## config.mk

```make
export PLATFORM = sky130hd
export DESIGN_NAME = debounce_one_shot
export DESIGN_NICKNAME = d
export VERILOG_FILES = /design/src/rtl/debounce_one_shot.sv
export SDC_FILE = /design/constraint.sdc
export NUM_CORES = 1
export LEC_CHECK = 0
export BUFFER_PORTS_ARGS = -buffer_cell sky130_fd_sc_hd__buf_2
export CORE_AREA = 2 2 39 41
export CTS_CLUSTER_DIAMETER = 30
export DETAILED_ROUTE_END_ITERATION = 8
export DIE_AREA = 0 0 41 43
export MAX_ROUTING_LAYER = met4
export PLACE_DENSITY_LB_ADDON = 0.3
export SYNTH_ARGS = -nofsm -noshare
export SYNTH_HDL_FRONTEND = slang
export SYNTH_SLANG_ARGS = --single-unit
export TNS_END_PERCENT = 100
```

## constraint.sdc

```tcl
create_clock -name clk -period 2 [get_ports clk]
set_input_delay 0.2 -clock clk [delete_from_list [all_inputs] [get_ports clk]]
set_output_delay 0.2 -clock clk [all_outputs]
set_load 0.005 [all_outputs]
```

## src/rtl/debounce_one_shot.sv

```systemverilog
// debounce_one_shot
//   Turns a raw, asynchronous, bouncing button/switch into a clean debounced
//   level and a fixed-width one-shot pulse for each accepted press.
//   btn_in is passed through a two-flop synchroniser. A five-state Moore FSM
//   then qualifies both edges with a shared cycle counter.
// Parameters
//   DB_CYCLES     stable synchronised cycles required to accept an edge (>=1)
//   PULSE_CYCLES  width of pulse_out in clk cycles per accepted press (>=1)
// Ports
//   clk        system clock; all logic runs on its rising edge
//   reset      synchronous, active-high reset
//   btn_in     raw asynchronous input; may bounce
//   db_level   debounced level of btn_in
//   pulse_out  high for PULSE_CYCLES cycles after each debounced rising edge
module debounce_one_shot #(
  parameter int unsigned DB_CYCLES    = 16,
  parameter int unsigned PULSE_CYCLES = 1
) (
  input  logic clk,
  input  logic reset,
  input  logic btn_in,
  output logic db_level,
  output logic pulse_out
);

  localparam int unsigned MAX_CYCLES = (DB_CYCLES > PULSE_CYCLES) ? DB_CYCLES : PULSE_CYCLES;
  localparam int unsigned CNT_W      = $clog2(MAX_CYCLES + 1);

  localparam logic [CNT_W-1:0] DB_LAST    = CNT_W'(DB_CYCLES - 1);
  localparam logic [CNT_W-1:0] PULSE_LAST = CNT_W'(PULSE_CYCLES - 1);

  typedef enum logic [2:0] {
    ST_LOW   = 3'd0,
    ST_RISE  = 3'd1,
    ST_PULSE = 3'd2,
    ST_HIGH  = 3'd3,
    ST_FALL  = 3'd4
  } state_t;

  logic             s1_q, s1_d;
  logic             btn_sync_q, btn_sync_d;
  state_t           state_q, state_d;
  logic [CNT_W-1:0] cnt_q, cnt_d;

  // Synchroniser feed.
  always_comb begin
    s1_d       = btn_in;
    btn_sync_d = s1_q;
  end

  // Next-state and Moore output decode.
  // cnt_d defaults to zero. Any state change, and residence in the idle
  // states, therefore clears the counter. The counting states advance it
  // explicitly.
  always_comb begin
    state_d   = state_q;
    cnt_d     = '0;
    db_level  = 1'b0;
    pulse_out = 1'b0;
    case (state_q)
      ST_LOW: begin
        if (btn_sync_q) state_d = ST_RISE;
      end
      ST_RISE: begin
        if (!btn_sync_q)          state_d = ST_LOW;
        else if (cnt_q == DB_LAST) state_d = ST_PULSE;
        else                       cnt_d   = cnt_q + 1'b1;
      end
      ST_PULSE: begin
        // The synchronised input is ignored here, so the pulse always runs
        // its full width.
        db_level  = 1'b1;
        pulse_out = 1'b1;
        if (cnt_q == PULSE_LAST) state_d = ST_HIGH;
        else                     cnt_d   = cnt_q + 1'b1;
      end
      ST_HIGH: begin
        db_level = 1'b1;
        if (!btn_sync_q) state_d = ST_FALL;
      end
      ST_FALL: begin
        db_level = 1'b1;
        if (btn_sync_q)            state_d = ST_HIGH;
        else if (cnt_q == DB_LAST) state_d = ST_LOW;
        else                       cnt_d   = cnt_q + 1'b1;
      end
      default: begin
        state_d = ST_LOW;
      end
    endcase
  end

  always_ff @(posedge clk) begin
    if (reset) begin
      s1_q       <= 1'b0;
      btn_sync_q <= 1'b0;
      state_q    <= ST_LOW;
      cnt_q      <= '0;
    end else begin
      s1_q       <= s1_d;
      btn_sync_q <= btn_sync_d;
      state_q    <= state_d;
      cnt_q      <= cnt_d;
    end
  end

endmodule

```

==> impl_metrics.env, run 1 <==
export IMPL_skew_ns=0.00132
export IMPL_synth_largest_area_cell="dfxtp_1"
export IMPL_ys_ff_latch=10
export IMPL_worst_pin_slew_ns=0.498
export IMPL_setup_viol=0
export IMPL_num_rows=14
export IMPL_clock_fmax_mhz=565
export IMPL_ir_drop_v=0.000289
export IMPL_die_h_um=43
export IMPL_grt_ovfl_total=0
export IMPL_fin_nets=79
export IMPL_synth_top_area_share=0.370
export IMPL_cts_resized=0
export IMPL_finalWirelength_um=837
export IMPL_fp_dieW_um=41
export IMPL_grt_pass1_vias=377
export IMPL_crit_buf_inv=2
export IMPL_synth_cell_types=26
export IMPL_wl_per_cell_um=9.62
export IMPL_power_density_nw_per_um2=631
export IMPL_drive_gt1_frac=0.155
export IMPL_syn_to_final_growth_pct=13.4
export IMPL_antenna_found_initial=0
export IMPL_synth_area_leaders="dfxtp_1, ha_1, inv_1"
export IMPL_cellLeakagePower_nw=0.248
export IMPL_fin_util=0.443
export IMPL_antenna_left=0
export IMPL_cts_sinks=10
export IMPL_fin_tns_setup_ns=0
export IMPL_path_cells="or3b_2 > inv_1 > buf_2"
export IMPL_grt_first_pass_wirelength_um=1480
export IMPL_grt_max_degree=12
export IMPL_min_period_ns=1.77
export IMPL_maxSlewViolCount=0
export IMPL_cp_slowest_cell="dfxtp_1"
export IMPL_netlist_area_um2=541
export IMPL_crit_arrival_ns=1.57
export IMPL_num_antenna_cells=0
export IMPL_final_cells=87
export IMPL_clock_latency_ns=0.25
export IMPL_viasPerCell=4.82
export IMPL_crit_required_ns=1.80
export IMPL_crit_path_max_fanout=11
export IMPL_met2_usage=0.156
export IMPL_gr_max_usage_layer="met1"
export IMPL_place_ws_ns=0.509
export IMPL_layout_setup_ws_ns=0.230
export IMPL_vias=419
export IMPL_root_buffer="clkbuf_4"
export IMPL_coreArea_um2=1380
export IMPL_status="finished clean"
export IMPL_nFillCells=142
export IMPL_postSynthAreaPerCell_um2=8.45
export IMPL_start_util=0.391
export IMPL_min_path_type="in -> reg"
export IMPL_async_flop_share=0
export IMPL_io_buffers=4
export IMPL_clk_pin_slew_ns=0.06
export IMPL_cts_tree="done"
export IMPL_cp_slowest_stage_delay_ns=0.51
export IMPL_grt_usage=0.130
export IMPL_drv_cap=0
export IMPL_synth_edf_count=0
export IMPL_seq_area_frac_synth=0.370
export IMPL_holdBufCountCts=0
export IMPL_dieArea_um2=1760
export IMPL_rsz0062_at_grt="no"
export IMPL_slew_headroom=0.663
export IMPL_crit_path_start_kind="flip-flop"
export IMPL_first_iter_violations=3
export IMPL_met3_usage=0.0314
export IMPL_dr_pass1_iters=3
export IMPL_gr_usage_met1=0.179
export IMPL_p_total_mw=0.387
export IMPL_cts_max_level=1
export IMPL_worstSetupEndpointType="output port"
export IMPL_hold_viol_final=0
export IMPL_postSynthCellCount=64
export IMPL_cp_top_family="flip-flops"
export IMPL_hpwl_um=671
export IMPL_min_period_over_period=0.885
export IMPL_ys_flop_type="dfxtp_1"
export IMPL_ioPinCount=5
export IMPL_drc=0
export IMPL_clockBufferDepth=2
export IMPL_ys_warn_count=0
export IMPL_crit_type="reg -> out"
export IMPL_numCtsBuffers=3
export IMPL_post_place_cells=83
export IMPL_syn_nets=71
export IMPL_place_congestion=0.713
export IMPL_cts_setup_buffers=0
==> final timing paths <==
| kind | cells past startpoint | slack (ns) | startpoint | to |
|---|---|---|---|---|
| worst max-delay path | 3 | 0.23 | state_q[1] | pulse_out |
| worst min-delay path | 2 | 0.16 | btn_in | btn_sync_d |
| worst max register to register | 8 | 0.49 | cnt_q[0] | state_q[0] |
| worst min register to register | 1 | 0.44 | btn_sync_d | btn_sync_q |
==> placed cells by master, fill, tap and decap left out <==
master / synthesis / final
a211oi_2: 1 / 1
a21boi_0: 1 / 1
a21oi_1: 4 / 4
a22oi_1: 1 / 1
a31oi_1: 1 / 1
buf_2: 0 / 4
clkbuf_4: 0 / 3
clkbuf_8: 0 / 1
dfxtp_1: 10 / 10
ha_1: 4 / 4
inv_1: 8 / 8
nand2_1: 1 / 1
nand2b_1: 2 / 2
nand3_1: 2 / 2
nand3b_1: 1 / 1
nor2_1: 8 / 8
nor2b_1: 4 / 4
nor3_1: 4 / 4
nor3b_1: 1 / 1
nor4b_1: 1 / 1
o21ai_0: 2 / 2
o221ai_2: 1 / 1
o32a_1: 1 / 1
or2b_1: 1 / 1
or3b_1: 1 / 1
or3b_2: 1 / 1
xnor2_1: 1 / 1
xor2_1: 1 / 1
==> cell usage after synthesis (2+ instances only) <==
library cell / instances
a21oi_1: 4
dfxtp_1: 10
ha_1: 4
inv_1: 8
nand2b_1: 2
nand3_1: 2
nor2_1: 8
nor2b_1: 4
nor3_1: 4
o21ai_0: 2
==> where the power goes <==
group	total [mW]	internal, mW	switching [mW]
clock network	0.174	0.110	0.0634
registers	0.204	0.202	0.00233
logic	0.00922	0.00439	0.00483
==> metal layers <==
| metal | routed length [um] | up-vias |
|---|---|---|
| met1 | 428 | 181 |
| met2 | 370 | 4 |
| li1 | - | 232 |
| met3 | 26 | 2 |
| met4 | 10 | 0 |
| met5 | 0 | - |
==> cell families after synthesis <==
| kind of cell | after synthesis | synth area share |
|---|---|---|
| adders and majority gates | 4 | 0.0926 |
| xor gates and xnor gates | 2 | 0.0324 |
| AOI/OAI and AO/OA | 12 | 0.164 |
| DFF | 10 | 0.370 |
| buffers and inverters | 9 | 0.0625 |
| and+or+nand+nor | 27 | 0.278 |
==> stage by stage <==
stage,area [um2],hold WS [ns]
3_3_place_gp,577,0.415
3_5_place_dp,577,0.421
2_1_floorplan,541,0.272
6_report,613,0.155
5_1_grt,613,0.141
4_1_cts,613,0.149
==> registers in the layout, summed over array words and instances, names as in the netlist <==
name,flops
state_q,3
btn_sync_q,1
btn_sync_d,1
cnt_q,5
==> final cells by class <==
type / instances / area (um2) / share of cell area
multi-input combinational: 45 / 307 / 0.500
sequential: 10 / 200 / 0.327
clock buffer: 4 / 36.3 / 0.0592
inverter: 8 / 30.0 / 0.0490
timing repair buffer: 4 / 20.0 / 0.0327
tap: 16 / 20.0 / 0.0327
Power figures use the tool's default switching activity.
==> run 2, diff against run 1 <==
--- a/config.mk
+++ b/config.mk
@@ -10,8 +10,8 @@
 export CTS_CLUSTER_DIAMETER = 30
 export DETAILED_ROUTE_END_ITERATION = 8
 export DIE_AREA = 0 0 41 43
-export MAX_ROUTING_LAYER = met4
 export PLACE_DENSITY_LB_ADDON = 0.3
+export REMOVE_ABC_BUFFERS = 1
 export SYNTH_ARGS = -nofsm -noshare
 export SYNTH_HDL_FRONTEND = slang
 export SYNTH_SLANG_ARGS = --single-unit
==> impl_metrics.env, run 2 (synthesis gave the netlist of run 1 again) <==
export IMPL_status="finished clean"
export IMPL_numCtsBuffers=3
export IMPL_crit_path_start_kind="flip-flop"
export IMPL_cts_max_level=1
export IMPL_grt_first_pass_wirelength_um=1510
export IMPL_first_iter_violations=17
export IMPL_fin_nets=79
export IMPL_root_buffer="clkbuf_4"
export IMPL_skew_ns=0.000689
export IMPL_dieArea_um2=1760
export IMPL_grt_ovfl_total=0
export IMPL_fp_dieW_um=41
export IMPL_top_register="cnt_q"
export IMPL_antenna_found_initial=0
export IMPL_ir_drop_v=0.000358
export IMPL_slew_headroom=0.666
export IMPL_drc=0
export IMPL_fin_tns_setup_ns=0
export IMPL_grt_usage=0.131
export IMPL_cp_slowest_cell="dfxtp_1"
export IMPL_cp_top_family="flip-flops"
export IMPL_worst_pin_slew_ns=0.494
export IMPL_hpwl_um=679
export IMPL_coreArea_um2=1380
export IMPL_final_area_um2=613
export IMPL_worstSetupEndpointType="output port"
export IMPL_post_place_cells=83
export IMPL_drv_cap=0
export IMPL_crit_buf_inv=2
export IMPL_cellLeakagePower_nw=0.248
export IMPL_grt_pass1_vias=371
export IMPL_reg_largest_list="cnt_q x5, state_q x3"
export IMPL_crit_type="reg -> out"
export IMPL_hold_viol_final=0
export IMPL_largest_register_ffs=5
export IMPL_crit_arrival_ns=1.58
export IMPL_path_cells="or3b_2 > inv_1 > buf_2"
export IMPL_finalWirelength_um=861
export IMPL_wl_per_cell_um=9.90
export IMPL_num_rows=14
export IMPL_maxSlewViolCount=0
export IMPL_clockBufferDepth=2
export IMPL_cts_setup_buffers=0
export IMPL_cp_slowest_stage_delay_ns=0.51
export IMPL_p_total_mw=0.390
export IMPL_min_period_over_period=0.888
export IMPL_crit_required_ns=1.80
export IMPL_clock_fmax_mhz=563
export IMPL_clk_pin_slew_ns=0.06
export IMPL_dr_pass1_iters=3
export IMPL_cts_resized=0
export IMPL_min_path_type="in -> reg"
export IMPL_viasPerCell=5.08
export IMPL_rsz0062_at_grt="no"
export IMPL_place_congestion=0.706
export IMPL_final_common_cell="dfxtp_1"
export IMPL_die_h_um=43
export IMPL_cts_sinks=10
export IMPL_antenna_left=0
export IMPL_crit_path_max_fanout=11
export IMPL_final_cell_mix="dfxtp_1, inv_1, nor2_1"
export IMPL_grt_max_degree=12
export IMPL_final_cells=87
export IMPL_ioPinCount=5
export IMPL_min_period_ns=1.78
export IMPL_io_buffers=4
export IMPL_start_util=0.391
export IMPL_setup_viol=0
export IMPL_cts_tree="done"
export IMPL_power_density_nw_per_um2=636
export IMPL_syn_to_final_growth_pct=13.4
export IMPL_holdBufCountCts=0
export IMPL_clock_latency_ns=0.26
export IMPL_place_area_um2=577
export IMPL_num_antenna_cells=0
export IMPL_drive_gt1_frac=0.155
export IMPL_r2r_setup_slack_ns=0.50
export IMPL_vias=442
## run 2: cell counts in the layout (fill, tap and decap cells not counted)
Identical to the previous run, type by type.
## run 2: final timing paths
path	depth (start not counted)	start	end
setup / recovery	3	state_q[1]	pulse_out
hold / removal	2	btn_in	btn_sync_d
setup reg to reg	4	state_q[1]	cnt_q[4]
hold reg to reg	1	btn_sync_d	btn_sync_q
## run 2: report_power, final
group,switching (mW),internal [mW],total [mW]
clock,0.0664,0.110,0.177
combinational,0.00502,0.00439,0.00941
sequential,0.00231,0.202,0.204
## run 2: final cells by class
cell class / instances / area (um2)
well taps: 16 / 20.0
flip-flops and latches: 10 / 200
fillers: 138 / 771
clock buffers: 4 / 36.3
inverters: 8 / 30.0
repair buffers: 4 / 20.0
multi-input cells: 45 / 307
## run 2: metal layers
| metal | vias up | routed length [um] | track usage |
|---|---|---|---|
| li1 | 233 | - | - |
| met1 | 199 | 411 | 0.167 |
| met2 | 6 | 394 | 0.172 |
| met3 | 4 | 34 | 0.0314 |
| met4 | 0 | 21 | 0.120 |
| met5 | - | 0 | 0 |
## run 2: per-stage QoR
step	hold slack [ns]	worst slack (ns)	utilization
after floorplan	0.272	0.627	-
after global placement	0.414	0.490	0.417
after detailed placement	0.419	0.500	0.417
after CTS	0.137	0.209	0.443
after global routing	0.140	0.113	0.443
final	0.145	0.225	0.443
==> run 3, diff against run 2 <==
--- a/config.mk
+++ b/config.mk
@@ -12,6 +12,7 @@
 export DIE_AREA = 0 0 41 43
 export PLACE_DENSITY_LB_ADDON = 0.3
 export REMOVE_ABC_BUFFERS = 1
+export SKIP_CTS_REPAIR_TIMING = 1
 export SYNTH_ARGS = -nofsm -noshare
 export SYNTH_HDL_FRONTEND = slang
 export SYNTH_SLANG_ARGS = --single-unit
==> constraint.sdc (replaced) <==
create_clock -name clk -period 1.8 [get_ports clk]
set_input_delay 0.18 -clock clk [delete_from_list [all_inputs] [get_ports clk]]
set_output_delay 0.18 -clock clk [all_outputs]
set_load 0.005 [all_outputs]
==> impl_metrics.env, run 3 (synthesis gave the netlist of run 1 again) <==
export IMPL_p_total_mw=0.430
export IMPL_worstSetupEndpointType="output port"
export IMPL_die_h_um=43
export IMPL_r2r_setup_slack_ns=0.29
export IMPL_place_congestion=0.712
export IMPL_clockBufferDepth=2
export IMPL_cts_sinks=10
export IMPL_path_cells="or3b_2 > inv_1 > buf_2"
export IMPL_largest_register_ffs=5
export IMPL_ioPinCount=5
export IMPL_fin_nets=81
export IMPL_grt_max_degree=11
export IMPL_hold_path_end="btn_sync_d"
export IMPL_hold_ws_ns=0.132
export IMPL_first_iter_violations=2
export IMPL_cp_slowest_stage_delay_ns=0.53
export IMPL_rsz0062_at_grt="no"
export IMPL_final_common_cell="dfxtp_1"
export IMPL_final_cells=89
export IMPL_crit_required_ns=1.62
export IMPL_dr_pass1_iters=2
export IMPL_worst_pin_slew_ns=0.259
export IMPL_power_density_nw_per_um2=685
export IMPL_wl_per_cell_um=10.3
export IMPL_grt_ovfl_total=0
export IMPL_clock_fmax_mhz=608
export IMPL_slew_headroom=0.825
export IMPL_num_rows=14
export IMPL_hold_viol_final=0
export IMPL_r2r_cells=8
export IMPL_grt_usage=0.134
export IMPL_num_antenna_cells=0
export IMPL_drv_cap=0
export IMPL_cp_slowest_cell="or3b_2"
export IMPL_cellLeakagePower_nw=0.258
export IMPL_fin_tns_setup_ns=0
export IMPL_clock_latency_ns=0.26
export IMPL_min_path_cells=2
export IMPL_grt_first_pass_wirelength_um=1620
export IMPL_cts_max_level=1
export IMPL_crit_path_start_kind="flip-flop"
export IMPL_top_register="cnt_q"
export IMPL_min_period_over_period=0.913
export IMPL_coreArea_um2=1380
export IMPL_syn_to_final_growth_pct=16.2
export IMPL_setup_viol=0
export IMPL_start_util=0.391
export IMPL_grt_pass1_vias=416
export IMPL_crit_arrival_ns=1.46
export IMPL_dieArea_um2=1760
export IMPL_drc=0
export IMPL_post_place_cells=85
export IMPL_ir_drop_v=0.000392
export IMPL_reg_largest_list="cnt_q x5, state_q x3"
export IMPL_rr_startpoint="cnt_q[0]"
export IMPL_drive_gt1_frac=0.178
export IMPL_min_path_type="in -> reg"
export IMPL_min_period_ns=1.64
export IMPL_finalWirelength_um=919
export IMPL_viasPerCell=4.89
export IMPL_maxSlewViolCount=0
export IMPL_clk_pin_slew_ns=0.06
export IMPL_crit_path_max_fanout=9
export IMPL_antenna_found_initial=0
export IMPL_antenna_left=0
export IMPL_crit_type="reg -> out"
export IMPL_hp_start="btn_in"
export IMPL_numCtsBuffers=3
export IMPL_root_buffer="clkbuf_4"
export IMPL_hpwl_um=738
export IMPL_reg2reg_to="state_q[0]"
export IMPL_vias=435
export IMPL_skew_ns=0.00384
export IMPL_io_buffers=4
export IMPL_fp_dieW_um=41
export IMPL_cts_tree="done"
export IMPL_final_cell_mix="dfxtp_1, inv_1, nor2_1"
export IMPL_status="finished clean"
## run 3: worst max-delay path: cells and delay by family (launching register included)
| family | cells | cell delay, ns |
|---|---|---|
| flops | 1 | 0.38 |
| buf+inv | 2 | 0.31 |
| simple gates | 1 | 0.53 |
## run 3: metrics by stage
stage / cell area (um2) / utilization / setup WS (ns)
floorplan: 537 / - / 0.427
global placement: 592 / 0.428 / 0.332
detailed placement: 592 / 0.428 / 0.310
CTS: 628 / 0.454 / 0.143
global route: 628 / 0.454 / 0.102
finish: 628 / 0.454 / 0.156
## run 3: area by class of cell
cell class / instances / area [um2]
clock buffer: 4 / 36.3
fill: 145 / 756
inverter: 8 / 30.0
multi-input combinational: 45 / 307
sequential: 10 / 200
tap: 16 / 20.0
timing repair buffer: 6 / 35.0
## run 3: where the power goes
group	internal (mW)	switching (mW)	leakage, nW
sequential	0.224	0.00275	0.0810
clock	0.122	0.0707	0.0210
combinational	0.00489	0.00570	0.156
## run 3: worst max-delay path by stage
stage	slack, ns	cells after the start	from	to
after global placement	0.33	8	cnt_q[0]	state_q[0]
after floorplan	0.43	6	cnt_q[0]	state_q[2]
after global routing	0.10	3	state_q[0]	pulse_out
after CTS	0.14	3	state_q[0]	pulse_out
final	0.16	3	state_q[0]	pulse_out
after detailed placement	0.31	8	cnt_q[0]	state_q[0]
## run 3: layer usage
| layer | global-route usage | part of all wire |
|---|---|---|
| met1 | 0.154 | 0.47 |
| met2 | 0.222 | 0.49 |
| met4 | 0.0800 | 0 |
| met5 | 0 | 0 |
| met3 | 0.0157 | 0.036 |
